`src/rtl/alu_control_unit.sv`:
```
// MIPS ALU-control decoder: (ALUop, func) -> 4-bit ALU operation select plus illegal-func flag.
// Latency: one clk; outputs are registered, synchronous active-high clear.
// Backpressure: none; a new decode is captured on every rising edge.
module alu_control_unit #(
    parameter logic [3:0] ILLEGAL_CODE = 4'b1111
) (
    input  logic       clk,
    input  logic       rst,
    input  logic [2:0] ALUop,
    input  logic [5:0] func,
    output logic [3:0] ALUControl,
    output logic       illegal
);

    localparam logic [3:0] ALU_AND  = 4'b0000;
    localparam logic [3:0] ALU_OR   = 4'b0001;
    localparam logic [3:0] ALU_ADD  = 4'b0010;
    localparam logic [3:0] ALU_XOR  = 4'b0011;
    localparam logic [3:0] ALU_SLL  = 4'b0100;
    localparam logic [3:0] ALU_SRL  = 4'b0101;
    localparam logic [3:0] ALU_SUB  = 4'b0110;
    localparam logic [3:0] ALU_SLT  = 4'b0111;
    localparam logic [3:0] ALU_SRA  = 4'b1000;
    localparam logic [3:0] ALU_SLTU = 4'b1001;
    localparam logic [3:0] ALU_LUI  = 4'b1010;
    localparam logic [3:0] ALU_NOR  = 4'b1100;

    logic [3:0] alu_control_d;
    logic [3:0] alu_control_q;
    logic       illegal_d;
    logic       illegal_q;

    always_comb begin
        alu_control_d = ALU_AND;
        illegal_d     = 1'b0;
        case (ALUop)
            3'b000: begin
                // Variable shifts share the ALU op of their immediate forms; JR only needs a pass-through add.
                case (func)
                    6'b000000, 6'b000100: alu_control_d = ALU_SLL;
                    6'b000010, 6'b000110: alu_control_d = ALU_SRL;
                    6'b000011, 6'b000111: alu_control_d = ALU_SRA;
                    6'b100000, 6'b100001: alu_control_d = ALU_ADD;
                    6'b001000:            alu_control_d = ALU_ADD;
                    6'b100010, 6'b100011: alu_control_d = ALU_SUB;
                    6'b100100:            alu_control_d = ALU_AND;
                    6'b100101:            alu_control_d = ALU_OR;
                    6'b100110:            alu_control_d = ALU_XOR;
                    6'b100111:            alu_control_d = ALU_NOR;
                    6'b101010:            alu_control_d = ALU_SLT;
                    6'b101011:            alu_control_d = ALU_SLTU;
                    default: begin
                        alu_control_d = ILLEGAL_CODE;
                        illegal_d     = 1'b1;
                    end
                endcase
            end
            3'b001:  alu_control_d = ALU_ADD;
            3'b010:  alu_control_d = ALU_SUB;
            3'b011:  alu_control_d = ALU_AND;
            3'b100:  alu_control_d = ALU_OR;
            3'b101:  alu_control_d = ALU_XOR;
            3'b110:  alu_control_d = ALU_SLT;
            default: alu_control_d = ALU_LUI;
        endcase
    end

    always_ff @(posedge clk) begin
        if (rst) begin
            alu_control_q <= 4'b0000;
            illegal_q     <= 1'b0;
        end else begin
            alu_control_q <= alu_control_d;
            illegal_q     <= illegal_d;
        end
    end

    assign ALUControl = alu_control_q;
    assign illegal    = illegal_q;

endmodule

```
`config.mk`:
```
export PLATFORM = sky130hd
export DESIGN_NAME = alu_control_unit
export DESIGN_NICKNAME = d
export VERILOG_FILES = /design/src/rtl/alu_control_unit.sv
export SDC_FILE = /design/constraint.sdc
export NUM_CORES = 1
export LEC_CHECK = 0
export BUFFER_PORTS_ARGS = -buffer_cell sky130_fd_sc_hd__buf_2
export CAP_MARGIN = 5
export CORE_AREA = 2 2 39 41
export DETAILED_ROUTE_END_ITERATION = 7
export DIE_AREA = 0 0 41 43
export GPL_TIMING_DRIVEN = 0
export PLACE_DENSITY = 0.67
export SYNTH_ARGS = -nofsm -noshare
export SYNTH_HDL_FRONTEND = slang
export SYNTH_SLANG_ARGS = --single-unit
```
`constraint.sdc`:
```
create_clock -name clk -period 3 [get_ports clk]
set_input_delay 0.3 -clock clk [delete_from_list [all_inputs] [get_ports clk]]
set_output_delay 0.3 -clock clk [all_outputs]
set_load 0.02 [all_outputs]
```
* Word-level counts from Yosys, hierarchy flattened
Index checks and enable logic that the tools add are counted.
Operators by class: equality and inequality tests 22, reduce and logical (&&, ||, !) cells 9, bitwise logic cells 1, multiplexer cells 3
Operators with widths (count):
- $eq A6 B6 Y1 const B | 10
- $pmux W4 S11 | 1
- $pmux W4 S7 | 1
- $eq A6 B3 Y1 const B | 3
- $reduce_or A17 Y1 | 1
- $eq A6 B2 Y1 const B | 2
- $reduce_or A2 Y1 | 5
- $eq A3 B3 Y1 const B | 3
- $eq A3 B2 Y1 const B | 2
- $eq A6 B4 Y1 const B | 1
- $logic_not A6 Y1 | 1
- $eq A3 B1 Y1 const B | 1
- $logic_not A3 Y1 | 1
- $reduce_or A3 Y1 | 1
- $mux W1 | 1
- $not A1 Y1 | 1
Word-level totals: register bits after elaboration 5, input bits 11

* Logic depth before layout (Yosys ltp)
depth after elaboration 4, mapped depth 5, mapped depth without buffers 4

* Least setup slack after synthesis
No wires, ideal clock.
kind input -> register, from in func[1], to reg alu_control_q[1] (netlist: ALUControl[1]), data required time 2.875 ns, arrival time 1.110 ns, setup slack 1.766 ns, buffers on the path 1, setup time 0.125 ns, cell stages on the path 5, path through buf_4 > and3b_1 > o21bai_1 > a2111oi_2 > nor2_1
Between the ends: cells in the longest elaborated chain, start to end 4
RTL lines:
- start: declaration | line 10 | input logic [5:0] func,
- $eq A6 B4 Y1 (tied with other cells) | line 39 | case (func)
- $reduce_or A3 Y1 (no line) or $reduce_or A2 Y1 (tied branches)
- $pmux W4 S11 (*) | line 39
- $pmux W4 S7 (*) | line 36 | case (ALUop)
- end signal: assignment | line 73 | alu_control_q <= alu_control_d;
- end: declaration | line 29 | logic [3:0] alu_control_q;
Every way passes the cells marked *; elsewhere a longest branch is shown, timed or not. A chain may end at the register's enable or synchronous reset.

* Worst setup path in the final report
from in func[3], to reg alu_control_q[1] (netlist: ALUControl[1])
The elaborated chain is that of the path after synthesis.

==> flow_summary.ini <==
[run_status]
status = finished clean

[synth]
netlist_instances = 58
synth.area.top_cells = dfxtp_1 21%, nor2_1 7.2%, a2111oi_2 6.4%
syn_avg_cell_area_um2 = 8.07
syn_area_um2 = 468
yosysWarnings = 0
synth.largest_area_cell = dfxtp_1
synth_nets = 69
netlist.area_leader.share_pct = 21.4
synth_cell_types = 32
yosysSeqAreaShare_pct = 21.4
ys_ff_latch = 5

[clocking]
cts_resized = 0
cts_sinks = 5
cts_setup_buffers = 0
cts.clk_slew.worst_paths_ns = 0.04
clock-root-buffer = clkbuf_4
htree_levels = 1
cts_tree = built
ctsHoldBuffers = 0
cts_buffers = 3
clockBufferDepth = 2

[sta]
drv_slew = 0
setup_ws_ns = 1.85
fmaxAchievable_ghz = 0.866
worst_pin_slew_ns = 0.400
rsz0062_at_grt = no
tns_ns = 0
setup_viol = 0
post-route-min-period_ns = 1.15
period_share_pct = 38.5
slew_headroom_pct = 73.3
hold_viol = 0

[place]
port_buffers = 13
routabilityCongestion = 0.692
dp_slack_ns = 1.58
dp_hpwl_um = 746

[floorplan]
dieHeight_um = 43
core_um2 = 1380
die_w_um = 41
initial_core_util_pct = 33.8
dieArea_um2 = 1760
placementRows = 14
boundaryPins = 16

[grt]
grt_pass1_vias = 407
antenna_found_initial = 0
grt_pass1_wl_um = 1770
overflow = 0
grt.total_usage_pct = 14.3
grt_start_max_net_pins = 11

[min_path]
hold_class = in -> reg

[routing]
wl_met3_um = 27
wl_met1_um = 527
drtIter0Drc = 5
vias = 472
highest_layer = met3
drt-total-wl_um = 1070
drt.antenna.violating_nets = 0
routedWlPerCell_um = 11.8
remaining_drc_errors = 0
firstDrtPassIters = 4
vias_per_cell = 5.19
met2_length_um = 516

[critical_path]
crit_fanout = 10
cp.required_ns = 3.12
cp_data_arrival_time_ns = 1.27
critical_path_class = in -> reg
cp-start-kind = input port
cp-end-kind = flop

[power]
ir_drop_mv = 0.217
power_density_nw_per_um2 = 367
p_leak_nw = 0.258

[cells_and_area]
n_antenna_cell = 0
final_nets = 87
n_fill_cell = 148
layout-drive-gt1-share_pct = 34.7
area_growth_pct = 23.8

[job]
maxCapViolCount = 0
-- cells in the mapped netlist --
cell and instances:
a2111oi_2 2, a211o_1 3, a21boi_1 1, a21o_1 1
a21oi_1 3, a221oi_2 1, a31oi_1 1, and3_1 1
and3b_1 2, buf_2 1, buf_4 3, buf_6 1
clkbuf_1 1, dfxtp_1 5, inv_1 1, mux2i_1 1
nand2_1 2, nand2b_1 1, nand3_1 1, nand3b_1 2
nor2_1 9, nor2b_1 3, nor3_2 1, nor4_1 1
o21a_1 1, o21ai_0 1, o21ai_1 2, o21bai_1 2
o221ai_1 1, o311ai_2 1, o41ai_1 1, or3_1 1
-- layout by cell type, fill, tap and decap left out, types with 2 or more instances in the layout --
| master | n |
|---|---|
| nand3b_1 | 2 |
| and3b_1 | 2 |
| clkbuf_1 | 2 |
| nand2_1 | 2 |
| buf_2 | 14 |
| dfxtp_1 | 5 |
| buf_4 | 3 |
| clkbuf_4 | 3 |
| nor2_1 | 9 |
| o21bai_1 | 2 |
| a21oi_1 | 3 |
| nor2b_1 | 3 |
| a211o_1 | 3 |
| a2111oi_2 | 2 |
| o21ai_1 | 2 |
-- cell type report --
type,instances,area [µm²],share of cell area (%)
Clock buffer,4,26.3,4.54
Sequential cell,5,100,17.3
Tap cell,16,20.0,3.46
Multi-Input combinational cell,46,322,55.5
Timing Repair Buffer,13,65.1,11.2
Inverter,1,3.75,0.648
Buffer,6,42.5,7.34
-- power breakdown --
part	switching [mW]	internal (mW)
clock network	0.0275	0.0503
registers	0.00104	0.0706
logic	0.0362	0.0268
total	0.0648	0.148
-- per-stage QoR --
step	total power [mW]	utilization [%]	instances	hold WS (ns)	cell area (µm²)
global route	0.226	41.9	91	0.314	579
CTS	0.214	41.9	91	0.309	579
global placement	0.134	40.0	87	0.559	553
finish	0.212	41.9	91	0.314	579
detailed placement	0.135	40.0	87	0.557	553
floorplan	0.116	-	58	0.366	468
-- flip-flops by register name, summed over array words and instances, names as in the netlist --
| signal | count |
|---|---|
| ALUControl | 4 |
| illegal | 1 |
-- worst paths after layout --
kind                 from                  endpoint  slack (ns)  cells past startpoint
setup / recovery  func[3]  ALUControl[1]$_SDFF_PP0_        1.85                      6
hold / removal        rst  ALUControl[3]$_SDFF_PP0_        0.31                      2
-- cells by family (layout without fill, tap and decap cells) --
family	after synthesis	after routing	share of synthesized area, %
muxes	1	1	2.14
buffers and inverters	7	24	9.89
and+or+nand+nor	24	24	28.3
AOI/OAI and AO/OA	21	21	38.2
DFF	5	5	21.4
-- routing by layer --
| layer | track usage [%] | up-vias |
|---|---|---|
| met4 | 4.00 | 0 |
| li1 | - | 252 |
| met3 | 3.66 | 0 |
| met1 | 21.5 | 212 |
| met5 | 0 | - |
| met2 | 19.7 | 8 |
-- worst max-delay path: stages --
cell       delay [ns]
buf_2            0.11
buf_4            0.16
nor2_1           0.17
o311ai_2         0.14
a2111oi_2        0.31
nor2_1           0.09
No activity file was read; power rests on OpenSTA's default activity.
